<file path="config.mk">
export PLATFORM = sky130hd
export DESIGN_NAME = fetch
export DESIGN_NICKNAME = d
export VERILOG_FILES = /design/src/rtl/fetch_pkg.sv /design/src/rtl/fetch_fifo.sv /design/src/rtl/fetch.sv
export SDC_FILE = /design/constraint.sdc
export NUM_CORES = 1
export LEC_CHECK = 0
export ABC_AREA = 1
export CAP_MARGIN = 0
export CELL_PAD_IN_SITES_DETAIL_PLACEMENT = 0
export CELL_PAD_IN_SITES_GLOBAL_PLACEMENT = 1
export CORE_ASPECT_RATIO = 1.5
export CORE_MARGIN = 2
export CORE_UTILIZATION = 39
export CTS_BUF_LIST = sky130_fd_sc_hd__clkbuf_8
export DETAILED_ROUTE_END_ITERATION = 8
export GPL_TIMING_DRIVEN = 0
export PLACE_DENSITY_LB_ADDON = 0.1
export REMOVE_ABC_BUFFERS = 1
export SYNTH_ARGS = -nofsm -noshare
export SYNTH_HDL_FRONTEND = slang
export SYNTH_HIERARCHICAL = 1
export SYNTH_SLANG_ARGS = --single-unit
export TNS_END_PERCENT = 30
</file>
<file path="constraint.sdc">
create_clock -name clk -period 8.3 [get_ports clk]
set_input_delay 1.245 -clock clk [delete_from_list [all_inputs] [get_ports clk]]
set_output_delay 1.245 -clock clk [all_outputs]
set_load 0.01 [all_outputs]
</file>
<file path="src/rtl/fetch_pkg.sv">
// Fetch stage shared types.
// Bundle handed from fetch to decode, plus FSM states.
package fetch_pkg;

  localparam int INSTR_BYTES = 4;

  typedef struct packed {
    logic [31:0] instr;
    logic [63:0] pc;
  } fetch_out_t;

  typedef enum logic {
    FETCH_RUN,
    FETCH_DRAIN
  } fetch_state_t;

endpackage

</file>
<file path="src/rtl/fetch_fifo.sv">
// Small circular buffer with flush.
// Push on a full buffer is accepted when a pop happens too.
module fetch_fifo #(
  parameter int WIDTH = 32,
  parameter int DEPTH = 2
) (
  input  logic                       clk,
  input  logic                       rst_n,
  input  logic                       flush_i,
  input  logic                       push_i,
  input  logic [WIDTH-1:0]           wdata_i,
  input  logic                       pop_i,
  output logic [WIDTH-1:0]           rdata_o,
  output logic [$clog2(DEPTH+1)-1:0] count_o,
  output logic                       full_o,
  output logic                       empty_o
);

  localparam int CW = $clog2(DEPTH + 1);
  localparam int PW = (DEPTH > 1) ? $clog2(DEPTH) : 1;

  logic [WIDTH-1:0] mem_q [DEPTH];
  logic [PW-1:0]    wr_q, wr_d;
  logic [PW-1:0]    rd_q, rd_d;
  logic [CW-1:0]    cnt_q, cnt_d;
  logic             push_ok, pop_ok;

  function automatic logic [PW-1:0] bump(
    input logic [PW-1:0] p
  );
    return (p == PW'(DEPTH - 1)) ? '0 : p + PW'(1);
  endfunction

  assign empty_o = (cnt_q == '0);
  assign full_o  = (cnt_q == CW'(DEPTH));
  assign count_o = cnt_q;
  assign pop_ok  = pop_i && !empty_o;
  assign push_ok = push_i && (!full_o || pop_ok);
  assign rdata_o = mem_q[rd_q];

  // Pointer and occupancy next state; flush wins.
  always_comb begin
    wr_d  = wr_q;
    rd_d  = rd_q;
    cnt_d = cnt_q;
    if (flush_i) begin
      wr_d  = '0;
      rd_d  = '0;
      cnt_d = '0;
    end else begin
      if (push_ok) wr_d = bump(wr_q);
      if (pop_ok)  rd_d = bump(rd_q);
      unique case ({push_ok, pop_ok})
        2'b10:   cnt_d = cnt_q + CW'(1);
        2'b01:   cnt_d = cnt_q - CW'(1);
        default: cnt_d = cnt_q;
      endcase
    end
  end

  // Pointer and occupancy registers.
  always_ff @(posedge clk or negedge rst_n) begin
    if (!rst_n) begin
      wr_q  <= '0;
      rd_q  <= '0;
      cnt_q <= '0;
    end else begin
      wr_q  <= wr_d;
      rd_q  <= rd_d;
      cnt_q <= cnt_d;
    end
  end

  // Entry storage; contents are don't-care while empty.
  always_ff @(posedge clk) begin
    if (push_ok && !flush_i) mem_q[wr_q] <= wdata_i;
  end

  a_no_overflow: assert property (
    @(posedge clk) disable iff (!rst_n)
    push_i |-> (!full_o || pop_i)
  );

endmodule

</file>
<file path="src/rtl/fetch.sv">
// RV64 instruction fetch stage.
// Credit-limited in-order reads; redirect flushes and drops in-flight words.
module fetch
  import fetch_pkg::*;
#(
  parameter logic [63:0] RESET_PC   = 64'h0,
  parameter int          FIFO_DEPTH = 2
) (
  input  logic        clk,
  input  logic        rst_n,
  input  logic        redirect_valid,
  input  logic [63:0] redirect_pc,
  output logic        imem_req_valid,
  input  logic        imem_req_ready,
  output logic [63:0] imem_req_addr,
  input  logic        imem_resp_valid,
  input  logic [31:0] imem_resp_data,
  output logic        instr_valid,
  input  logic        instr_ready,
  output logic [31:0] instr,
  output logic [63:0] instr_pc
);

  localparam int CW = $clog2(FIFO_DEPTH + 1);

  logic [63:0]  pc_q, pc_d;
  logic [CW-1:0] out_q, out_d;
  logic [CW-1:0] drop_q, drop_d;
  fetch_state_t state_q, state_d;

  logic         discard;
  logic         credit;
  logic [CW:0]  occ;
  logic         req_fire;
  logic         keep;
  logic         pop;

  fetch_out_t    ib_wdata, ib_rdata;
  logic [CW-1:0] ib_cnt;
  logic          ib_full, ib_empty;

  logic [63:0]   pq_rdata;
  logic [CW-1:0] pq_cnt;
  logic          pq_full, pq_empty;

  assign discard = (state_q == FETCH_DRAIN);
  assign occ     = {1'b0, out_q} + {1'b0, ib_cnt};
  assign credit  = (occ < (CW+1)'(FIFO_DEPTH));

  assign imem_req_valid = rst_n && !redirect_valid && credit;
  assign imem_req_addr  = pc_q;
  assign req_fire       = imem_req_valid && imem_req_ready;

  assign keep = imem_resp_valid && !discard && !redirect_valid;

  assign instr_valid = !ib_empty && !redirect_valid;
  assign pop         = instr_valid && instr_ready;
  assign instr       = ib_rdata.instr;
  assign instr_pc    = ib_rdata.pc;

  assign ib_wdata.instr = imem_resp_data;
  assign ib_wdata.pc    = pq_rdata;

  fetch_fifo #(
    .WIDTH ($bits(fetch_out_t)),
    .DEPTH (FIFO_DEPTH)
  ) u_ibuf (
    .clk     (clk),
    .rst_n   (rst_n),
    .flush_i (redirect_valid),
    .push_i  (keep),
    .wdata_i (ib_wdata),
    .pop_i   (pop),
    .rdata_o (ib_rdata),
    .count_o (ib_cnt),
    .full_o  (ib_full),
    .empty_o (ib_empty)
  );

  fetch_fifo #(
    .WIDTH (64),
    .DEPTH (FIFO_DEPTH)
  ) u_pcq (
    .clk     (clk),
    .rst_n   (rst_n),
    .flush_i (redirect_valid),
    .push_i  (req_fire),
    .wdata_i (pc_q),
    .pop_i   (keep),
    .rdata_o (pq_rdata),
    .count_o (pq_cnt),
    .full_o  (pq_full),
    .empty_o (pq_empty)
  );

  // PC, in-flight and drop counters; redirect overrides.
  always_comb begin
    pc_d   = pc_q;
    out_d  = out_q;
    drop_d = drop_q;
    if (req_fire) begin
      pc_d  = pc_q + 64'(INSTR_BYTES);
      out_d = out_d + CW'(1);
    end
    if (imem_resp_valid) out_d = out_d - CW'(1);
    if (redirect_valid) begin
      pc_d   = {redirect_pc[63:2], 2'b00};
      drop_d = out_q - CW'(imem_resp_valid);
    end else if (imem_resp_valid && discard) begin
      drop_d = drop_q - CW'(1);
    end
  end

  // DRAIN while stale responses remain to be dropped.
  always_comb begin
    state_d = state_q;
    unique case (state_q)
      FETCH_RUN:
        if (drop_d != '0) state_d = FETCH_DRAIN;
      FETCH_DRAIN:
        if (drop_d == '0) state_d = FETCH_RUN;
      default: state_d = FETCH_RUN;
    endcase
  end

  // Stage state registers.
  always_ff @(posedge clk or negedge rst_n) begin
    if (!rst_n) begin
      pc_q    <= RESET_PC;
      out_q   <= '0;
      drop_q  <= '0;
      state_q <= FETCH_RUN;
    end else begin
      pc_q    <= pc_d;
      out_q   <= out_d;
      drop_q  <= drop_d;
      state_q <= state_d;
    end
  end

  a_resp_expected: assert property (
    @(posedge clk) disable iff (!rst_n)
    imem_resp_valid |-> (out_q != '0)
  );

  a_ibuf_room: assert property (
    @(posedge clk) disable iff (!rst_n)
    keep |-> !ib_full
  );

  a_pcq_room: assert property (
    @(posedge clk) disable iff (!rst_n)
    req_fire |-> !pq_full
  );

  a_pcq_has_pc: assert property (
    @(posedge clk) disable iff (!rst_n)
    keep |-> !pq_empty
  );

  a_pcq_balance: assert property (
    @(posedge clk) disable iff (!rst_n)
    ({1'b0, pq_cnt} + {1'b0, drop_q}) == {1'b0, out_q}
  );

endmodule

</file>
==> impl_metrics.env, run 1 <==
export IMPL_outcome="finished, final reports clean"
export IMPL_crit_buf_inv=3
export IMPL_hold_viol_final=0
export IMPL_numCtsBuffers=60
export IMPL_post_cts_buffers=0
export IMPL_power_leakage_nw=8.749
export IMPL_cts_tree="done"
export IMPL_timing_final_crit_share_pct=56.11
export IMPL_io_buffers=259
export IMPL_hold_class="in2async"
export IMPL_place_inst=2543
export IMPL_reg2reg_slack_ns=4.27
export IMPL_fmax_mhz=214.7
export IMPL_wl_per_cell_um=17.90
export IMPL_criticalPathCategory="reg2out"
export IMPL_cts_reportedPaths_clkPinSlew_ns=0.07
export IMPL_fin_nets=2135
export IMPL_period_minus_slack_ns=4.657
export IMPL_floorplan_initialDensity_pct=39.42
export IMPL_first_pass_iters=5
export IMPL_tightestPinTransition_ns=1.280
export IMPL_cp_start_kind="flop"
export IMPL_crit_path_max_incr_delay_ns=0.89
export IMPL_setup_ws_ns=3.643
export IMPL_grt_max_degree=99
export IMPL_ant_nets=0
export IMPL_ys_warn_count=6
export IMPL_grt_total_usage_pct=20.72
export IMPL_dpl_hpwl_mm=32.48
export IMPL_insertion_delay_ns=0.64
export IMPL_skew_ns=0.02006
export IMPL_die_x_um=175.9
export IMPL_grt_pass1_vias=12570
export IMPL_crit_fanout=98
export IMPL_crit_slowest_cell="inv_4"
export IMPL_maxSlewViolCount=0
export IMPL_worstReg2RegStart="u_ibuf/count_o[0]"
export IMPL_core_area_um2=43870
export IMPL_vdd_ir_drop_max_mv=0.1138
export IMPL_post_cts_resized=0
export IMPL_powerDensity_nw_per_um2=214.5
export IMPL_timing_rr_end="u_pcq/mem_q[1][8]"
export IMPL_cts_buffer_depth=3
export IMPL_dp_worst_setup_slack_ns=3.254
export IMPL_reg2reg_depth=11
export IMPL_gp_congestion=0.8561
export IMPL_avgSynthCellArea_um2=9.961
export IMPL_cts_root_buffer="clkbuf_8"
export IMPL_h_tree_depth=2
export IMPL_drive_gt1_share_pct=7.400
export IMPL_cp_top_family="buffers and inverters"
export IMPL_clock_sinks=395
export IMPL_synthCells=1736
export IMPL_crit_path_end_kind="primary output"
export IMPL_drcViolationCount=0
export IMPL_die_area_um2=46080
export IMPL_required_ns=7.05
export IMPL_drv_cap=0
export IMPL_ios=264
export IMPL_nFillCells=4048
export IMPL_vias=12630
export IMPL_cp_arrival_ns=3.41
export IMPL_crit_path_frequent_cell="nand2_1"
export IMPL_antenna_found_initial=3
export IMPL_viasPerCell=4.748
export IMPL_routed_wirelength_mm=47.60
export IMPL_syn_to_final_growth_pct=26.76
export IMPL_rsz0062_at_grt="false"
export IMPL_die_h_um=261.9
export IMPL_fin_cells=2660
export IMPL_slew_headroom_pct=14.60
export IMPL_overflow=0
export IMPL_grt_pass1_wl_mm=72.47
export IMPL_synth_area_um2=17290
export IMPL_drt_iter0_drc=761
export IMPL_cts_hold_buf=0
export IMPL_crit_chain="buf_16, inv_4, nand2_1, nand2_1, clkdlybuf4s50_1"
export IMPL_finalSetupViolCount=0
export IMPL_num_rows=94
-- sequential cells by signal, indices dropped and copies added (netlist names) --
register / flops
out_q: 2
u_pcq/count_o: 2
u_pcq/mem_q: 128
u_ibuf/count_o: 2
u_pcq/rd_q: 1
u_ibuf/rd_q: 1
imem_req_addr: 62
u_ibuf/wr_q: 1
u_pcq/wr_q: 1
drop_q: 2
discard: 1
u_ibuf/mem_q: 192
-- routing by layer --
metal  track usage (%)  wire (um)  up-vias
met3             3.284       2231       74
met1             24.74      19390     5994
met4             6.910       1263        0
met5                 0          0        -
li1                  -          -     6257
met2             38.04      24710      304
-- area by class of cell --
| type | count | area, um^2 | share of cell area, % |
|---|---|---|---|
| diodes | 3 | 7.507 | 0.03425 |
| clock buffers | 69 | 949.7 | 4.332 |
| clock inverters | 44 | 245.2 | 1.119 |
| inverters | 117 | 444.2 | 2.026 |
| multi-input cells | 1172 | 5101 | 23.27 |
| flip-flops and latches | 395 | 11490 | 52.43 |
| well taps | 576 | 720.7 | 3.288 |
| repair buffers | 284 | 2958 | 13.49 |
-- worst max-delay path by stage --
stage / from / end / slack, ns / cells after the start
6_report: u_ibuf/rd_q / instr_pc[9] / 3.64 / 5
5_1_grt: u_ibuf/rd_q / instr_pc[30] / 3.40 / 5
4_1_cts: u_ibuf/rd_q / instr_pc[14] / 3.58 / 5
3_5_place_dp: imem_resp_valid / u_ibuf/mem_q[1][50] / 3.25 / 8
3_3_place_gp: redirect_valid / u_ibuf/mem_q[1][77] / -9.31 / 4
2_1_floorplan: imem_resp_valid / u_ibuf/mem_q[1][0] / -1.09 / 4
-- cell usage in the layout (no fill, tap or decap), types with 13 or more instances in the layout --
cell	instances
nand2_1	801
edfxtp_1	320
clkdlybuf4s50_1	257
inv_1	129
nor2_1	117
dfrtp_1	73
clkbuf_8	69
nand3_1	61
o21ai_0	40
xor2_1	29
o21bai_1	20
buf_6	16
o21ai_1	15
o211ai_1	14
clkinv_1	14
nand2_2	13
nand4_1	13
-- through the flow --
stage	hold WS (ns)	setup TNS (ns)	utilization (%)	cell area, um^2	power [W]
after floorplan	0.4805	-104.63	-	17000	0.002752
after CTS	0.4588	0	49.93	21900	0.004771
after global routing	0.4697	0	49.97	21920	0.004931
after detailed placement	0.5167	0	47.21	20710	0.003164
after global placement	0.4985	-2034.34	46.30	20310	0.003152
final	0.4850	0	49.97	21920	0.004703
-- power breakdown --
group          total, W  switching (W)  internal [W]
Combinational  0.000666       0.000357      0.000308
Clock           0.00159       0.000769      0.000822
Sequential      0.00245       0.000164       0.00228
Note: power is estimated with default switching activity, not from simulation.
==> run 2, diff against run 1 <==
==> constraint.sdc (replaced) <==
create_clock -name clk -period 3.9 [get_ports clk]
set_input_delay 0.585 -clock clk [delete_from_list [all_inputs] [get_ports clk]]
set_output_delay 0.585 -clock clk [all_outputs]
set_load 0.01 [all_outputs]
==> run 2 against run 1 <==
Clock-buffer cell count is the same. Cell count about the same. Die area is the same. Critical path depth grew 5. Global-route usage rose by 0.20 points. Register-to-register slack got worse by 4.0 ns. Routed wire length is 0.98% higher. Critical endpoint is now u_pcq/mem_q[1][8]. Flip-flop and latch count is the same.
==> impl_metrics.env, run 2 (synthesized netlist as in run 1, its figures left out) <==
export IMPL_die_x_um=175.9
export IMPL_die_area_um2=46080
export IMPL_crit_fanout=60
export IMPL_routed_wirelength_mm=48.07
export IMPL_dpl_hpwl_mm=32.48
export IMPL_fin_nets=2137
export IMPL_crit_buf_inv=6
export IMPL_cp_start_kind="primary input"
export IMPL_final_util_pct=50.03
export IMPL_fin_area_um2=21950
export IMPL_maxSlewViolCount=0
export IMPL_crit_path_end_kind="flop"
export IMPL_clock_power_share_pct=33.8
export IMPL_crit_path_frequent_cell="buf_6"
export IMPL_num_rows=94
export IMPL_cts_buffer_depth=3
export IMPL_gp_congestion=0.8561
export IMPL_outcome="finished, final reports clean"
export IMPL_period_minus_slack_ns=3.671
export IMPL_drive_gt1_share_pct=7.441
export IMPL_grt_pass1_vias=12550
export IMPL_crit_slowest_cell="nor2_4"
export IMPL_core_area_um2=43870
export IMPL_switching_power_w=0.002760
export IMPL_power_leakage_nw=8.765
export IMPL_numCtsBuffers=60
export IMPL_cp_top_family="buffers and inverters"
export IMPL_dpl_cell_area_um2=20710
export IMPL_floorplan_initialDensity_pct=39.42
export IMPL_insertion_delay_ns=0.65
export IMPL_overflow=0
export IMPL_required_ns=4.25
export IMPL_powerDensity_nw_per_um2=456.7
export IMPL_clock_sinks=395
export IMPL_drv_cap=0
export IMPL_drcViolationCount=0
export IMPL_grt_max_degree=99
export IMPL_syn_to_final_growth_pct=26.92
export IMPL_crit_path_max_incr_delay_ns=0.61
export IMPL_timing_final_crit_share_pct=94.14
export IMPL_hold_class="in2async"
export IMPL_ios=264
export IMPL_h_tree_depth=2
export IMPL_worstReg2RegStart="u_ibuf/count_o[0]"
export IMPL_drt_iter0_drc=849
export IMPL_die_h_um=261.9
export IMPL_final_cell_mix="nand2_1 (801), edfxtp_1 (320), clkdlybuf4s50_1 (257)"
export IMPL_p_comb_share_pct=14.3
export IMPL_crit_start="rst_n"
export IMPL_final_common_cell="nand2_1"
export IMPL_setup_ws_ns=0.2285
export IMPL_cts_reportedPaths_clkPinSlew_ns=0.07
export IMPL_antenna_found_initial=3
export IMPL_grt_total_usage_pct=20.92
export IMPL_slew_headroom_pct=16.54
export IMPL_cts_tree="done"
export IMPL_cp_arrival_ns=4.02
export IMPL_io_buffers=259
export IMPL_grt_pass1_wl_mm=73.08
export IMPL_vdd_ir_drop_max_mv=0.2376
export IMPL_p_int_w=0.007262
export IMPL_largest_register="u_ibuf/mem_q"
export IMPL_skew_ns=0.02092
export IMPL_hold_viol_final=0
export IMPL_wl_per_cell_um=18.06
export IMPL_largest_register_ff_count=192
export IMPL_dp_worst_setup_slack_ns=-0.4858
export IMPL_tightestPinTransition_ns=1.251
export IMPL_fmax_mhz=272.4
export IMPL_swShare_pct=27.54
export IMPL_crit_chain="dlygate4sd3_1, buf_4, buf_16, nand3_2, nor2_4, o21ai_2, nor3_4, buf_6, buf_6, buf_6"
export IMPL_pwr_share_seq_pct=51.9
export IMPL_first_pass_iters=7
export IMPL_rsz0062_at_grt="false"
export IMPL_viasPerCell=4.758
export IMPL_criticalPathCategory="in2reg"
export IMPL_cts_root_buffer="clkbuf_8"
export IMPL_vias=12670
export IMPL_ant_nets=0
export IMPL_finalSetupViolCount=0
## run 2: cell type report
type | instances | area [um^2]
flip-flops and latches | 395 | 11490
well taps | 576 | 720.7
clock buffers | 69 | 949.7
fillers | 4044 | 21920
multi-input cells | 1173 | 5114
diodes | 3 | 7.507
inverters | 117 | 449.2
clock inverters | 44 | 245.2
repair buffers | 285 | 2968
## run 2: worst paths after layout
kind                                             to  slack [ns]  cells past startpoint
worst min-delay path              imem_req_addr[54]        0.38                      2
min in group clk                u_ibuf/mem_q[1][86]        0.52                      1
max in group asynchronous               u_ibuf/rd_q        2.85                      3
worst min register to register  u_ibuf/mem_q[1][30]        0.52                      2
worst max-delay path              u_pcq/mem_q[1][8]        0.23                     10
worst max register to register    u_pcq/mem_q[1][8]        0.30                     11
## run 2: worst reg2reg max path, stage by stage, from the launching register on
cell and delay (ns):
dfrtp_1 0.44, nand2_1 0.09, inv_1 0.05, fa_1 0.43, nor2_1 0.14, nand3_2 0.20, nor2_4 0.61, o21ai_2 0.26
nor3_4 0.51, buf_6 0.25, buf_6 0.18, buf_6 0.16
## run 2: what timing repair did
action | in CTS | in global routing
endpoints found under the hold margin | 16 | 0
pin swaps | 1 | 1
hold buffers | 1 | 0
gates cloned | 1 | 0
gates resized for setup | 2 | 1
setup buffers | 0 | 0
setup endpoints to repair | 132 | 31
## run 2: routing by layer
metal	GRT usage, %	wire length, um	part of all wire, %
met4	6.841	1242	2.6
met3	3.270	2118	4.4
met2	38.39	25020	52
met5	0	0	0
met1	25.09	19690	41
## run 2: power by group through the flow
stage                     Sequential (W)  Clock, W  Combinational, W
after CTS                        0.00521   0.00350           0.00145
after global placement           0.00534         0           0.00137
after detailed placement         0.00530         0           0.00143
final                            0.00520   0.00339           0.00143
after global routing             0.00524   0.00367           0.00160
after floorplan                  0.00521         0          0.000647
## run 2: metrics by stage
stage | instances | power (W) | setup TNS, ns | hold WS, ns
4_1_cts | 2658 | 0.01016 | 0 | 0.3449
3_3_place_gp | 2519 | 0.006709 | -4004.84 | 0.4985
6_report | 2662 | 0.01002 | 0 | 0.3775
5_1_grt | 2662 | 0.01051 | 0 | 0.3782
3_5_place_dp | 2543 | 0.006733 | -46.09 | 0.4975
2_1_floorplan | 1684 | 0.005857 | -929.05 | 0.2894
==> run 3, diff against run 2 <==
--- a/config.mk
+++ b/config.mk
@@ -7,11 +7,10 @@
 export LEC_CHECK = 0
 export ABC_AREA = 1
 export CAP_MARGIN = 0
-export CELL_PAD_IN_SITES_DETAIL_PLACEMENT = 0
-export CELL_PAD_IN_SITES_GLOBAL_PLACEMENT = 1
-export CORE_ASPECT_RATIO = 1.5
+export CELL_PAD_IN_SITES_DETAIL_PLACEMENT = 1
+export CELL_PAD_IN_SITES_GLOBAL_PLACEMENT = 2
 export CORE_MARGIN = 2
-export CORE_UTILIZATION = 39
+export CORE_UTILIZATION = 32
 export CTS_BUF_LIST = sky130_fd_sc_hd__clkbuf_8
 export DETAILED_ROUTE_END_ITERATION = 8
 export GPL_TIMING_DRIVEN = 0
==> run 3 against run 2 <==
Worst setup slack better by 0.011 ns. Sequential power increased by 1%. Sequential share of layout area fell by 0.99 points. Clock-buffer cell count rose by 6. Clock skew is 0.0076 ns higher. Critical path depth fell by 5. Final area up 1.9%. Die area is 21% higher. First-iteration DRC count decreased by 35%. Combinational power increased by 3%. Clock power grew 10%. Routed wire length rose by 13%. Critical endpoint is now instr_pc[41]. Largest cell class unchanged.
==> impl_metrics.env, run 3 (synthesized netlist as in run 1, its figures left out) <==
export IMPL_die_h_um=236.5
export IMPL_hold_class="in2async"
export IMPL_timing_final_crit_share_pct=93.85
export IMPL_holdWs_ns=0.3854
export IMPL_grt_pass1_wl_mm=81.63
export IMPL_crit_path_max_incr_delay_ns=0.65
export IMPL_grt_max_degree=99
export IMPL_cp_top_family="buffers and inverters"
export IMPL_cp_arrival_ns=3.08
export IMPL_grt_total_usage_pct=19.39
export IMPL_rsz0062_at_grt="false"
export IMPL_slew_headroom_pct=22.29
export IMPL_numCtsBuffers=74
export IMPL_num_rows=85
export IMPL_crit_path_end_kind="primary output"
export IMPL_dp_worst_setup_slack_ns=-0.7701
export IMPL_largest_register_ff_count=192
export IMPL_ant_nets=0
export IMPL_core_area_um2=53600
export IMPL_ios=264
export IMPL_cts_reportedPaths_clkPinSlew_ns=0.06
export IMPL_finalSetupViolCount=0
export IMPL_nFillCells=6037
export IMPL_crit_fanout=98
export IMPL_crit_chain="buf_16, inv_8, nand2_1, nand2_1, clkdlybuf4s50_1"
export IMPL_antenna_found_initial=2
export IMPL_gp_congestion=0.7630
export IMPL_period_minus_slack_ns=3.660
export IMPL_drv_cap=0
export IMPL_clock_sinks=395
export IMPL_power_total_w=0.01046
export IMPL_multi_input_area_um2=5112
export IMPL_final_cell_mix="nand2_1 (801), edfxtp_1 (320), clkdlybuf4s50_1 (257)"
export IMPL_h_tree_depth=3
export IMPL_required_ns=3.31
export IMPL_outcome="finished, final reports clean"
export IMPL_fmax_mhz=273.2
export IMPL_dpl_hpwl_mm=37.57
export IMPL_insertion_delay_ns=0.65
export IMPL_io_buffers=259
export IMPL_criticalPathCategory="reg2out"
export IMPL_seqCellArea_um2=11490
export IMPL_final_util_pct=41.73
export IMPL_crit_path_frequent_cell="nand2_1"
export IMPL_routed_wirelength_mm=54.42
export IMPL_wl_per_cell_um=19.38
export IMPL_die_x_um=236.5
export IMPL_fin_cells=2808
export IMPL_hold_viol_final=0
export IMPL_powerDensity_nw_per_um2=467.6
export IMPL_drive_gt1_share_pct=8.246
export IMPL_largest_register="u_ibuf/mem_q"
export IMPL_viasPerCell=4.634
export IMPL_crit_buf_inv=3
export IMPL_cts_root_buffer="clkbuf_8"
export IMPL_drt_iter0_drc=555
export IMPL_vdd_ir_drop_max_mv=0.2077
export IMPL_grt_pass1_vias=13690
export IMPL_cp_start_kind="flop"
export IMPL_vias=13010
export IMPL_cts_tree="done"
export IMPL_syn_to_final_growth_pct=29.35
export IMPL_drcViolationCount=0
export IMPL_crit_slowest_cell="dfrtp_4"
export IMPL_skew_ns=0.02856
export IMPL_fin_nets=2159
export IMPL_first_pass_iters=5
export IMPL_power_leakage_nw=8.929
export IMPL_cts_buffer_depth=3
export IMPL_setup_ws_ns=0.2399
export IMPL_floorplan_initialDensity_pct=32.26
export IMPL_place_inst=2667
export IMPL_tightestPinTransition_ns=1.164
export IMPL_die_area_um2=55920
export IMPL_overflow=0
export IMPL_final_common_cell="nand2_1"
export IMPL_maxSlewViolCount=0
run 3: what timing repair did:
item | 4_1_cts | 5_1_grt
cloned | 0 | 1
pin swaps | 0 | 1
setup endpoints to repair | 128 | 88
hold endpoints to repair | 19 | 19
setup buffers | 0 | 4
gates resized for setup | 4 | 0
run 3: final timing paths:
check | start | endpoint | slack (ns) | cells past startpoint
worst max-delay path | u_ibuf/rd_q | instr_pc[41] | 0.24 | 5
worst min-delay path | rst_n | imem_req_addr[57] | 0.39 | 2
worst max register to register | u_ibuf/count_o[1] | u_ibuf/mem_q[1][64] | 0.49 | 11
worst min register to register | u_pcq/mem_q[0][31] | u_ibuf/mem_q[1][31] | 0.53 | 2
max in group asynchronous | rst_n | u_ibuf/rd_q | 2.84 | 3
min in group clk | imem_resp_data[22] | u_ibuf/mem_q[1][86] | 0.52 | 1
run 3: final cells by class:
class                   instances  area share (%)
diodes                          2         0.02237
clock buffers                  75           4.615
repair buffers                293           13.78
multi-input cells            1173           22.85
clock inverters                57           1.432
flip-flops and latches        395           51.38
inverters                     117           2.019
well taps                     696           3.893
run 3: where the power goes:
group / internal, W / switching [W] / leakage (nW) / total (W)
logic: 0.000672 / 0.000800 / 4.33 / 0.00147
clock network: 0.00194 / 0.00180 / 0.799 / 0.00374
registers: 0.00486 / 0.000389 / 3.80 / 0.00525
total: 0.00747 / 0.00299 / 8.93 / 0.0105
run 3: through the flow:
step | setup TNS [ns] | area [um^2]
2_1_floorplan | -929.05 | 17000
3_3_place_gp | -4219.19 | 20460
3_5_place_dp | -73.92 | 20930
4_1_cts | -0.7561 | 22290
5_1_grt | 0 | 22370
6_report | 0 | 22370
run 3: metal layers:
metal	up-vias	routed length [um]	global-route usage [%]
met3	67	1884	2.938
li1	6296	-	-
met1	6392	24490	25.16
met4	0	1270	7.020
met2	257	26770	32.94
met5	-	0	0
